[config.mk]
export PLATFORM = sky130hd
export DESIGN_NAME = alu_seq_ctrl
export DESIGN_NICKNAME = d
export VERILOG_FILES = /design/src/rtl/alu_seq_ctrl.sv
export SDC_FILE = /design/constraint.sdc
export NUM_CORES = 1
export LEC_CHECK = 0
export CAP_MARGIN = 20
export CELL_PAD_IN_SITES_DETAIL_PLACEMENT = 0
export CELL_PAD_IN_SITES_GLOBAL_PLACEMENT = 1
export CORE_ASPECT_RATIO = 1.25
export CORE_UTILIZATION = 43
export DETAILED_ROUTE_END_ITERATION = 10
export GPL_ROUTABILITY_DRIVEN = 0
export MAX_ROUTING_LAYER = met4
export PLACE_DENSITY_LB_ADDON = 0.1
export SLEW_MARGIN = 5
export SYNTH_ARGS = -nofsm -noshare
export SYNTH_HDL_FRONTEND = slang
export SYNTH_SLANG_ARGS = --single-unit
[constraint.sdc]
create_clock -name clk -period 5.4 [get_ports clk]
set_clock_uncertainty 0.2 [all_clocks]
set_input_delay 1.62 -clock clk [delete_from_list [all_inputs] [get_ports clk]]
set_output_delay 1.62 -clock clk [all_outputs]
set_load 0.01 [all_outputs]
[src/rtl/alu_seq_ctrl.sv]
// alu_seq_ctrl -- sequencing controller around a 16-bit ALU.
//
// Accepts one operation at a time over a valid/ready request channel, computes
// the result, holds it on a valid/ready result channel, and optionally commits
// the {C,Z,V,S} flags of the operation into an architectural flag register.
//
// Build option:
//   ALU_ITER_SHIFT_EN defined   -> shifts with a non-zero distance step one bit
//                                  per cycle in SHIFT (latency d+1).
//   ALU_ITER_SHIFT_EN undefined -> shifts use a single-cycle barrel shifter,
//                                  SHIFT is never entered, every op has latency 1.
// Results and flags are identical in both builds.
//
// State table:
//   state    | meaning
//   ---------+-----------------------------------------------------------
//   ST_IDLE  | ready for a request (req_ready=1)
//   ST_SHIFT | iterative shift in progress, cnt_q bits still to shift
//   ST_DONE  | result held on res_* until the consumer takes it

module alu_seq_ctrl (
    input  logic        clk,
    input  logic        rst_n,
    input  logic        req_valid,
    output logic        req_ready,
    input  logic [3:0]  req_op,
    input  logic [15:0] req_a,
    input  logic [15:0] req_b,
    input  logic [3:0]  req_d,
    input  logic        req_fwe,
    output logic        res_valid,
    input  logic        res_ready,
    output logic [15:0] res_data,
    output logic [3:0]  res_flags,
    output logic        res_err,
    output logic [3:0]  flags_q,
    output logic        busy
);

    localparam logic [3:0] OP_ADD = 4'd0;
    localparam logic [3:0] OP_SUB = 4'd1;
    localparam logic [3:0] OP_AND = 4'd2;
    localparam logic [3:0] OP_OR  = 4'd3;
    localparam logic [3:0] OP_XOR = 4'd4;
    localparam logic [3:0] OP_MOV = 4'd5;
    localparam logic [3:0] OP_SLL = 4'd6;
    localparam logic [3:0] OP_SLR = 4'd7;
    localparam logic [3:0] OP_SRL = 4'd8;
    localparam logic [3:0] OP_SRA = 4'd9;

    typedef enum logic [1:0] {
        ST_IDLE  = 2'd0,
        ST_SHIFT = 2'd1,
        ST_DONE  = 2'd2
    } state_t;

    state_t      state_q, state_d;

    logic [15:0] res_data_q, res_data_d;
    logic [3:0]  res_flags_q, res_flags_d;
    logic        res_err_q, res_err_d;
    logic [3:0]  flags_d;

    // Flag layout is {C,Z,V,S}; Z and S always follow the result value.
    function automatic logic [3:0] pack_flags(input logic [15:0] r,
                                              input logic        c,
                                              input logic        v);
        return {c, (r == 16'h0000), v, r[15]};
    endfunction

    logic [16:0] sum17;
    logic [16:0] diff17;
    logic [15:0] alu_res;
    logic        alu_c;
    logic        alu_v;
    logic        alu_ill;
    logic [3:0]  alu_flags;
    logic        take_iter;

    // Bit 16 of the difference is the borrow out of the subtraction.
    assign sum17  = {1'b0, req_a} + {1'b0, req_b};
    assign diff17 = {1'b0, req_a} - {1'b0, req_b};

`ifdef ALU_ITER_SHIFT_EN
    logic        is_shift;
    logic [15:0] work_q, work_d;
    logic [3:0]  cnt_q, cnt_d;
    logic [3:0]  op_q, op_d;
    logic        fwe_q, fwe_d;
    logic [15:0] step_w;
    logic        step_c;
    logic [3:0]  step_flags;

    assign is_shift  = (req_op == OP_SLL) || (req_op == OP_SLR) ||
                       (req_op == OP_SRL) || (req_op == OP_SRA);
    // A zero-distance shift is an identity with C=0, so it takes the 1-cycle path.
    assign take_iter = is_shift && (req_d != 4'd0);
`else
    logic [16:0]        sll17;
    logic [16:0]        srl17;
    logic signed [16:0] sra17;
    logic [15:0]        rot16;

    // One guard bit beside the operand catches the last bit shifted out;
    // it stays 0 when the distance is 0.
    assign sll17 = {1'b0, req_a} << req_d;
    assign srl17 = {req_a, 1'b0} >> req_d;
    assign sra17 = $signed({req_a, 1'b0}) >>> req_d;
    // a >> (16-d) written as (a >> (15-d)) >> 1 keeps d=0 well defined.
    assign rot16 = (req_a << req_d) | ((req_a >> (~req_d)) >> 1);

    assign take_iter = 1'b0;
`endif

    // Single-cycle ALU evaluated on the live request inputs.
    always_comb begin
        alu_res = 16'h0000;
        alu_c   = 1'b0;
        alu_v   = 1'b0;
        alu_ill = 1'b0;
        case (req_op)
            OP_ADD: begin
                alu_res = sum17[15:0];
                alu_c   = sum17[16];
                alu_v   = (req_a[15] == req_b[15]) && (sum17[15] != req_a[15]);
            end
            OP_SUB: begin
                alu_res = diff17[15:0];
                alu_c   = diff17[16];
                alu_v   = (req_a[15] != req_b[15]) && (diff17[15] != req_a[15]);
            end
            OP_AND: alu_res = req_a & req_b;
            OP_OR:  alu_res = req_a | req_b;
            OP_XOR: alu_res = req_a ^ req_b;
            OP_MOV: alu_res = req_b;
`ifdef ALU_ITER_SHIFT_EN
            OP_SLL, OP_SLR, OP_SRL, OP_SRA: alu_res = req_a;
`else
            OP_SLL: begin
                alu_res = sll17[15:0];
                alu_c   = sll17[16];
            end
            OP_SLR: alu_res = rot16;
            OP_SRL: begin
                alu_res = srl17[16:1];
                alu_c   = srl17[0];
            end
            OP_SRA: begin
                alu_res = sra17[16:1];
                alu_c   = sra17[0];
            end
`endif
            default: alu_ill = 1'b1;
        endcase
    end

    assign alu_flags = alu_ill ? 4'b0000 : pack_flags(alu_res, alu_c, alu_v);

`ifdef ALU_ITER_SHIFT_EN
    // One-bit shift step applied to the working register while in SHIFT.
    always_comb begin
        step_w = work_q;
        step_c = 1'b0;
        case (op_q)
            OP_SLL: begin
                step_c = work_q[15];
                step_w = {work_q[14:0], 1'b0};
            end
            OP_SRL: begin
                step_c = work_q[0];
                step_w = {1'b0, work_q[15:1]};
            end
            OP_SRA: begin
                step_c = work_q[0];
                step_w = {work_q[15], work_q[15:1]};
            end
            OP_SLR: step_w = {work_q[14:0], work_q[15]};
            default: ;
        endcase
    end

    assign step_flags = pack_flags(step_w, step_c, 1'b0);

    // Capture the shift operation at acceptance, then step the down-counter.
    always_comb begin
        work_d = work_q;
        cnt_d  = cnt_q;
        op_d   = op_q;
        fwe_d  = fwe_q;
        if ((state_q == ST_IDLE) && req_valid && take_iter) begin
            work_d = req_a;
            cnt_d  = req_d;
            op_d   = req_op;
            fwe_d  = req_fwe;
        end else if (state_q == ST_SHIFT) begin
            work_d = step_w;
            cnt_d  = cnt_q - 4'd1;
        end
    end

    // Iterative shifter registers.
    always_ff @(posedge clk) begin
        if (!rst_n) begin
            work_q <= 16'h0000;
            cnt_q  <= 4'd0;
            op_q   <= 4'd0;
            fwe_q  <= 1'b0;
        end else begin
            work_q <= work_d;
            cnt_q  <= cnt_d;
            op_q   <= op_d;
            fwe_q  <= fwe_d;
        end
    end
`endif

    // State register.
    always_ff @(posedge clk) begin
        if (!rst_n) begin
            state_q <= ST_IDLE;
        end else begin
            state_q <= state_d;
        end
    end

    // Next-state logic.
    always_comb begin
        state_d = state_q;
        case (state_q)
            ST_IDLE: begin
                if (req_valid) begin
                    state_d = take_iter ? ST_SHIFT : ST_DONE;
                end
            end
            ST_SHIFT: begin
`ifdef ALU_ITER_SHIFT_EN
                if (cnt_q == 4'd1) begin
                    state_d = ST_DONE;
                end
`else
                state_d = ST_IDLE;
`endif
            end
            ST_DONE: begin
                if (res_ready) begin
                    state_d = ST_IDLE;
                end
            end
            default: state_d = ST_IDLE;
        endcase
    end

    // FSM outputs.
    always_comb begin
        req_ready = (state_q == ST_IDLE);
        busy      = (state_q != ST_IDLE);
        res_valid = (state_q == ST_DONE);
    end

    // Result and flag-register next values; results load on the edge that
    // enters DONE and are cleared on the handshake so they read 0 when invalid.
    always_comb begin
        res_data_d  = res_data_q;
        res_flags_d = res_flags_q;
        res_err_d   = res_err_q;
        flags_d     = flags_q;
        case (state_q)
            ST_IDLE: begin
                if (req_valid && !take_iter) begin
                    res_data_d  = alu_res;
                    res_flags_d = alu_flags;
                    res_err_d   = alu_ill;
                    if (req_fwe && !alu_ill) begin
                        flags_d = alu_flags;
                    end
                end
            end
            ST_SHIFT: begin
`ifdef ALU_ITER_SHIFT_EN
                if (cnt_q == 4'd1) begin
                    res_data_d  = step_w;
                    res_flags_d = step_flags;
                    res_err_d   = 1'b0;
                    if (fwe_q) begin
                        flags_d = step_flags;
                    end
                end
`endif
            end
            ST_DONE: begin
                if (res_ready) begin
                    res_data_d  = 16'h0000;
                    res_flags_d = 4'b0000;
                    res_err_d   = 1'b0;
                end
            end
            default: ;
        endcase
    end

    // Result and architectural flag registers.
    always_ff @(posedge clk) begin
        if (!rst_n) begin
            res_data_q  <= 16'h0000;
            res_flags_q <= 4'b0000;
            res_err_q   <= 1'b0;
            flags_q     <= 4'b0000;
        end else begin
            res_data_q  <= res_data_d;
            res_flags_q <= res_flags_d;
            res_err_q   <= res_err_d;
            flags_q     <= flags_d;
        end
    end

    assign res_data  = res_data_q;
    assign res_flags = res_flags_q;
    assign res_err   = res_err_q;

endmodule

==> qor.csv, run 1 <==
stage;metric;value;unit
outcome;status;finished, final reports clean;
synthesis;Post-Syn Nets;913;
power_and_ir_drop;clock power share;20.2;%
hold_path;worst hold path type;register to register;
critical_path;crit start category;input port;
die;die area;14500;sq um
hold_path;worst hold stages;2;
clock_network;CTS tree;done;
hold_path;Hold EP;res_flags[0]$_SDFFE_PN0P_;
die;I/O pin total;73;
die;core area;13800;sq um
global_route;vias in the first global route;6745;
clock_network;Clock Pin Slew Worst Setup and Hold Paths;0.07;ns
power_and_ir_drop;Flop pwr share;19.4;%
power_and_ir_drop;Logic pwr share;60.4;%
global_route;grt ovf;0;
critical_path;FF-to-FF Start;state_q[1]$_SDFFE_PN0P_;
die;# rows;48;
place;dpl cells;1067;
layout;share of cells above drive strength 1;14.5;%
global_route;largest net degree at the start of global routing;35;
synthesis;Mapped Cells;815;
global_route;initial antenna violation count;0;
synthesis;Mapped Area;6030;sq um
critical_path;crit path kind;input port to register;
synthesis;share of the synthesized area in the top cell type;10.6;%
synthesis;sequential area share after synthesis;8.64;%
clock_network;clock buffer depth;2;
power_and_ir_drop;VDD IR-drop max;218;uV
critical_path;crit path DAT;5.20;ns
synthesis;Netlist cell types;83;
timing;slew of the pin with the lowest slew margin;0.944;ns
clock_network;Num CTS Buffers;3;
hold_path;hold_sp;res_flags[0]$_SDFFE_PN0P_;
drt;DR vias;7222;
critical_path;CP endpoint kind;register;
synthesis;most frequent cell after synthesis;nor2_1;
clock_network;Clock Latency Late Sink;0.26;ns
timing;final period utilization;97.0;%
die;Die W;108;microns
layout;area grow syn2layout;21.4;%
global_route;first-pass GRT wire length;38500;microns
power_and_ir_drop;switching power;456;uW
drt;Starting DRT DRC Count;1015;
critical_path;Reg2Reg Setup Slack;3.41;ns
synthesis;Commonest cells post-synth;59 x nor2_1, 51 x ha_1, 51 x inv_1, 51 x nand2_1, 49 x a21oi_1;
clock_network;CTS Sinks;26;
drt;first drt pass iteration count;9;
clock_network;hold buffers post-CTS;0;
synthesis;Warnings, synthesis;0;
synthesis;Synth Area per Inst;7.39;sq um
synthesis;Seq cells post-synth;26;
clock_network;Clock H-tree levels;1;
run;max cap viols;0;
drt;vias per inst;6.74;
die;Initial Utilization;43.8;%
critical_path;Worst Path Max Fanout;4;
critical_path;reg2reg end;flags_q[0]$_SDFFE_PN0P_;
timing;max frequency;191;MHz
critical_path;Critical Path RT;5.36;ns
timing;Max-slew headroom;36.9;%
timing;count of final hold-check violations;0;
drt;DR WL/cell;23.4;microns
synthesis;asr flop ratio synth;0;%
place;Port Buffer Count;72;
layout;Final Instance Count excl. Fillers;1071;
timing;min cycle time layout;5.24;ns
layout;Final Net Count;995;
power_and_ir_drop;Pwr per Cell Area;147;nW/um^2
critical_path;reg2reg path depth;7;
drt;Total Wirelength;25100;microns
synthesis;most area-consuming cells after synthesis;ha_1 11%, dfxtp_1 8.6%, mux2i_1 6.0%;
synthesis;Post-synth EDFFs;0;
drt;Routed Antenna Nets;0;
critical_path;CP startpoint;req_b[1];
power_and_ir_drop;Leakage;0.00300;uW
layout;Ant. Diodes;0;
clock_network;root buf cell;clkbuf_16;
die;Chip Height;134;microns
global_route;Overall Global Routing Usage;35.5;%
timing;Final setup viols;0;
synthesis;Synth area leader;ha_1;
drt;DR DRC count;0;
power_and_ir_drop;Int Power;619;uW
place;post-DP HPWL;20000;microns
power_and_ir_drop;Sw Share;42.4;%
timing;Final Max Tran Viols;0;
timing;worst setup margin;0.164;ns
synthesis;commonest register cell after synthesis;dfxtp_1;
place;pre-CTS setup slack;-0.165;ns
worst max path at each step:
stage | endpoint | slack (ns)
after floorplan | res_flags[1]$_SDFFE_PN0P_ | 0.98
after global placement | res_flags[2]$_SDFFE_PN0P_ | -0.08
after detailed placement | res_flags[2]$_SDFFE_PN0P_ | -0.17
after CTS | flags_q[2]$_SDFFE_PN0P_ | 0.03
after global routing | flags_q[2]$_SDFFE_PN0P_ | -0.03
final | flags_q[2]$_SDFFE_PN0P_ | 0.16
critical path, stage by stage:
cell and delay, ns:
clkdlybuf4s50_1 0.51, inv_1 0.12, ha_1 0.33, buf_4 0.16, a21o_1 0.19, a22o_1 0.25
o31ai_1 0.47, nor3_1 0.14, a2111oi_2 0.38, o221ai_1 0.28, nor3_1 0.29, nand4_1 0.20
o31ai_1 0.27
metal layers:
| metal | track usage (%) | part of all wire (%) | wire length, microns |
|---|---|---|---|
| met1 | 44.3 | 38 | 9600 |
| met2 | 56.9 | 47 | 11700 |
| met3 | 3.60 | 9.0 | 2260 |
| met4 | 17.3 | 5.9 | 1490 |
| met5 | - | 0 | 0 |
sequential cells by signal, indices dropped and copies added, names as in the netlist:
name / count
state_q: 1
res_data: 16
res_err: 1
flags_q: 4
res_flags: 4
power by group through the flow:
| stage | registers [uW] | clock network (uW) | logic (uW) |
|---|---|---|---|
| finish | 209 | 217 | 649 |
| global placement | 213 | 0 | 621 |
| floorplan | 217 | 0 | 378 |
| global route | 210 | 226 | 690 |
| CTS | 209 | 218 | 629 |
| detailed placement | 213 | 0 | 626 |
cells in the final DEF, fill, tap and decap left out, types with 16 or more instances in the layout:
master           count
a211oi_1            22
o22ai_1             16
ha_1                51
mux2i_1             36
dfxtp_1             26
buf_4               68
nand2_1             51
nand3_1             19
a21oi_1             49
o21ai_0             35
nor2_1              59
nor3_1              34
nor2b_1             26
clkdlybuf4s50_1     70
inv_1               51
a22oi_1             19
metrics by stage:
| stage | hold WS, ns | TNS (ns) | power (uW) | utilization [%] | cell area (sq um) |
|---|---|---|---|---|---|
| floorplan | 0.285 | 0 | 595 | - | 6030 |
| global placement | 0.260 | -0.169 | 833 | 52.3 | 7200 |
| detailed placement | 0.271 | -0.330 | 839 | 52.3 | 7200 |
| CTS | 0.280 | 0 | 1060 | 53.1 | 7300 |
| global route | 0.303 | -0.0349 | 1130 | 53.2 | 7320 |
| finish | 0.275 | 0 | 1070 | 53.2 | 7320 |
layout make-up:
type                       instances  area, sq um
clock inverter                     1         30.0
sequential                        26          520
tap                              175          219
inverter                          54          203
multi-input combinational        670         5010
timing repair buffer             142         1260
fill                            1341         6430
clock buffer                       3         75.1
cell families (layout without fill, tap and decap cells):
| group | count (synthesis) | after routing | share of synthesized area [%] |
|---|---|---|---|
| fa+ha+maj | 53 | 53 | 11.3 |
| xor+xnor | 10 | 10 | 1.45 |
| flops | 26 | 26 | 8.64 |
| compound gates | 258 | 258 | 30.1 |
| mux | 69 | 69 | 15.1 |
| buf+inv | 119 | 200 | 8.72 |
| simple gates | 280 | 280 | 24.7 |
repair_timing:
item / 4_1_cts / 5_1_grt
setup endpoints to repair: 0 / 2
gates resized for setup: 0 / 4
buffers inserted: 0 / 0
Power figures use the tool's default switching activity.
==> inputs of run 2 (changes only) <==
--- a/config.mk
+++ b/config.mk
@@ -18,3 +18,4 @@
 export SYNTH_ARGS = -nofsm -noshare
 export SYNTH_HDL_FRONTEND = slang
 export SYNTH_SLANG_ARGS = --single-unit
+export TNS_END_PERCENT = 30
==> results of run 2 <==
The final DEF is identical to that of run 1; final timing and power are the same.
==> inputs of run 3 (changes only) <==
--- a/config.mk
+++ b/config.mk
@@ -5,15 +5,17 @@
 export SDC_FILE = /design/constraint.sdc
 export NUM_CORES = 1
 export LEC_CHECK = 0
+export ABC_AREA = 1
 export CAP_MARGIN = 20
 export CELL_PAD_IN_SITES_DETAIL_PLACEMENT = 0
 export CELL_PAD_IN_SITES_GLOBAL_PLACEMENT = 1
 export CORE_ASPECT_RATIO = 1.25
-export CORE_UTILIZATION = 43
+export CORE_UTILIZATION = 38
 export DETAILED_ROUTE_END_ITERATION = 10
 export GPL_ROUTABILITY_DRIVEN = 0
 export MAX_ROUTING_LAYER = met4
 export PLACE_DENSITY_LB_ADDON = 0.1
+export SKIP_LAST_GASP = 1
 export SLEW_MARGIN = 5
 export SYNTH_ARGS = -nofsm -noshare
 export SYNTH_HDL_FRONTEND = slang
==> run 3 against run 2 <==
Net effect:
- sequential power hardly changed
- register-to-register slack better by 0.15 ns
- die area is 5.4% higher
- cell count is 21% higher
- clock power hardly changed
- critical endpoint is now res_flags[2]$_SDFFE_PN0P_
- non-clock buffer count is 57 lower
==> qor.csv, run 3 <==
stage;metric;value;unit;change
outcome;status;finished, final reports clean;;unchanged
die;Initial Utilization;39.0;%;was 43.8%
clock_network;Num CTS Buffers;3;;unchanged
clock_network;Clock Pin Slew Worst Setup and Hold Paths;0.07;ns;about the same
global_route;Overall Global Routing Usage;30.8;%;was 35.5%
clock_network;CTS Sinks;26;;unchanged
place;Port Buffer Count;72;;unchanged
critical_path;reg2reg end;flags_q[1]$_SDFFE_PN0P_;;was flags_q[0]$_SDFFE_PN0P_
power_and_ir_drop;total power draw;956;uW;was 1070 uW
clock_network;Setup Buffers After CTS;0;;unchanged
synthesis;Post-Syn Nets;1170;;was 913
clock_network;clock buffer depth;2;;unchanged
clock_network;Clock Latency Late Sink;0.26;ns;about the same
critical_path;Critical Path RT;5.39;ns;was 5.36 ns
synthesis;most frequent cell after synthesis;nand2_1;;was nor2_1
layout;Ant. Diodes;0;;unchanged
hold_path;worst hold path type;register to register;;unchanged
layout;design area;6530;sq um;was 7320 sq um
layout;commonest cells after routing, fill and taps aside;357 x nand2_1, 191 x nand3_1, 110 x inv_1, 102 x nor2_1, 72 x clkdlybuf4s50_1;;was 70 x clkdlybuf4s50_1, 68 x buf_4, 59 x nor2_1
drt;Starting DRT DRC Count;424;;was 1015
run;max cap viols;0;;unchanged
layout;Fillers;1639;;was 1341
clock_network;hold buffers post-CTS;0;;unchanged
critical_path;CP endpoint kind;register;;unchanged
clock_network;CTS tree;done;;unchanged
synthesis;Mapped Area;5620;sq um;was 6030 sq um
hold_path;hold_sp;res_data[7]$_SDFFE_PN0P_;;was res_flags[0]$_SDFFE_PN0P_
global_route;largest net degree at the start of global routing;43;;was 35
drt;DR vias;7127;;was 7222
clock_network;Clock H-tree levels;1;;unchanged
critical_path;CP startpoint;req_a[1];;was req_b[1]
layout;register area;520;sq um;unchanged
clock_network;CTS resizes;0;;unchanged
critical_path;crit path DAT;4.56;ns;was 5.20 ns
power_and_ir_drop;Pwr per Cell Area;146;nW/um^2;was 147 nW/um^2
global_route;vias in the first global route;6769;;was 6745
layout;Multi-input gate area;4390;sq um;was 5010 sq um
critical_path;reg2reg path depth;9;;was 7
die;Die W;111;microns;was 108 microns
clock_network;root buf cell;clkbuf_16;;unchanged
drt;Routed Antenna Nets;0;;unchanged
critical_path;crit start category;input port;;unchanged
timing;worst setup margin;0.830;ns;was 0.164 ns
power_and_ir_drop;Leakage;0.00334;uW;was 0.00300 uW
place;placed instance area;6420;sq um;was 7200 sq um
layout;Largest register FFs;16;;unchanged
synthesis;Netlist cell types;38;;was 83
synthesis;asr flop ratio synth;0;%;unchanged
drt;vias per inst;5.49;;was 6.74
hold_path;worst hold stages;2;;unchanged
timing;RSZ-0062 raised after global routing;no;;
die;die area;15300;sq um;was 14500 sq um
critical_path;Worst Path Max Fanout;6;;was 4
critical_path;FF-to-FF Start;state_q[1]$_SDFFE_PN0P_;;unchanged
timing;WHS;0.263;ns;was 0.275 ns
synthesis;most area-consuming cells after synthesis;nand2_1 24%, nand3_1 17%, ha_1 11%;;was ha_1 11%, dfxtp_1 8.6%, mux2i_1 6.0%
timing;count of final hold-check violations;0;;unchanged
die;I/O pin total;73;;unchanged
drt;DR DRC count;0;;unchanged
die;Chip Height;138;microns;was 134 microns
timing;Final Max Tran Viols;0;;unchanged
synthesis;sequential area share after synthesis;9.27;%;was 8.64%
layout;area grow syn2layout;16.3;%;was 21.4%
synthesis;Seq cells post-synth;26;;unchanged
synthesis;share of the synthesized area in the top cell type;23.9;%;was 10.6%
timing;final period utilization;84.6;%;was 97.0%
drt;Total Wirelength;22800;microns;was 25100 microns
timing;Final setup viols;0;;unchanged
drt;first drt pass iteration count;6;;was 9
drt;DR WL/cell;17.6;microns;was 23.4 microns
global_route;first-pass GRT wire length;35900;microns;was 38500 microns
timing;slew of the pin with the lowest slew margin;0.703;ns;was 0.944 ns
timing;max frequency;219;MHz;was 191 MHz
layout;Final Net Count;1218;;was 995
synthesis;Synth Area per Inst;5.24;sq um;was 7.39 sq um
synthesis;Warnings, synthesis;0;;unchanged
synthesis;commonest register cell after synthesis;dfxtp_1;;unchanged
layout;share of cells above drive strength 1;4.83;%;was 14.5%
place;post-DP HPWL;18700;microns;was 20000 microns
timing;min cycle time layout;4.57;ns;was 5.24 ns
global_route;initial antenna violation count;0;;unchanged
power_and_ir_drop;VDD IR-drop max;188;uV;was 218 uV
synthesis;Synth area leader;nand2_1;;was ha_1
hold_path;Hold EP;res_data[7]$_SDFFE_PN0P_;;was res_flags[0]$_SDFFE_PN0P_
critical_path;Reg2Reg Setup Slack;3.56;ns;was 3.41 ns
critical_path;crit path kind;input port to register;;unchanged
timing;Setup TNS Final;0;ns;unchanged
layout;most common cell after layout, fill and taps aside;nand2_1;;was clkdlybuf4s50_1
place;pre-CTS setup slack;0.601;ns;was -0.165 ns
synthesis;Commonest cells post-synth;357 x nand2_1, 191 x nand3_1, 110 x inv_1;;was 59 x nor2_1, 51 x ha_1, 51 x inv_1, 51 x nand2_1, 49 x a21oi_1
synthesis;Mapped Cells;1072;;was 815
die;# rows;49;;was 48
global_route;grt ovf;0;;unchanged
die;core area;14400;sq um;was 13800 sq um
timing;Max-slew headroom;53.0;%;was 36.9%
synthesis;Post-synth EDFFs;0;;unchanged
-- run 3: cell types whose count changed after synthesis, sizes merged, moves of 11 or more --
cell	delta
inv	+71
a22oi	-20
mux2	-18
mux4	-15
nor2	+53
nor4	-13
nand2b	-11
mux2i	-36
a211oi	-19
clkbuf	-19
nor2b	-26
nand3	+173
nand2	+317
nor3	-26
-- run 3: logic make-up (layout without fill, tap and decap cells) --
| group | count (synthesis) | after routing | share of synthesized area, % |
|---|---|---|---|
| buffers and inverters | 165 | 212 | 12.6 |
| XOR/XNOR | 2 | 2 | 0.312 |
| flip-flops | 26 | 26 | 9.27 |
| AO/OA/AOI/OAI | 126 | 126 | 12.4 |
| adder cells (fa/ha/maj) | 53 | 53 | 12.1 |
| AND/OR/NAND/NOR | 700 | 700 | 53.4 |
-- run 3: stage by stage --
stage,util [%],std cells
3_5_place_dp,44.6,1293
4_1_cts,45.3,1297
5_1_grt,45.3,1297
2_1_floorplan,-,1072
3_3_place_gp,44.6,1293
6_report,45.3,1297
-- run 3: where the power goes --
group	leakage, uW	internal [uW]	total [uW]	switching, uW
Clock	0.0000511	148	215	67.0
Sequential	0.000212	202	208	5.56
Combinational	0.00307	183	534	352
-- run 3: worst max-delay path by stage --
stage | cells after the start | endpoint | slack [ns]
after floorplan | 19 | res_flags[2]$_SDFFE_PN0P_ | 1.77
after global placement | 14 | res_flags[2]$_SDFFE_PN0P_ | 0.61
after global routing | 14 | res_flags[2]$_SDFFE_PN0P_ | 0.52
final | 14 | res_flags[2]$_SDFFE_PN0P_ | 0.83
after CTS | 14 | res_flags[2]$_SDFFE_PN0P_ | 0.85
after detailed placement | 14 | res_flags[2]$_SDFFE_PN0P_ | 0.60
-- run 3: layout make-up --
cell class	count	area share, %
flip-flops and latches	26	7.97
clock buffers	3	1.15
repair buffers	85	12.7
well taps	178	3.41
clock inverters	1	0.460
multi-input cells	881	67.2
inverters	123	7.11
-- run 3: routing by layer --
| metal | vias to the layer above | share of wire (%) | track usage, % |
|---|---|---|---|
| met2 | 265 | 47 | 52.7 |
| met1 | 3221 | 41 | 35.6 |
| met4 | 0 | 6.3 | 17.6 |
| met5 | - | 0 | - |
| li1 | 3567 | - | - |
| met3 | 74 | 5.8 | 2.88 |
-- run 3: critical path, stage by stage --
cell and delay [ns]:
clkdlybuf4s50_1 0.66, inv_1 0.14, ha_1 0.38, o21ai_0 0.35
nand3_1 0.16, nand2_1 0.17, nand3_1 0.15, a21oi_1 0.16
nor2_1 0.08, nor2_1 0.23, nand3_1 0.11, nor2_1 0.13
nand3_1 0.09, a21oi_1 0.13
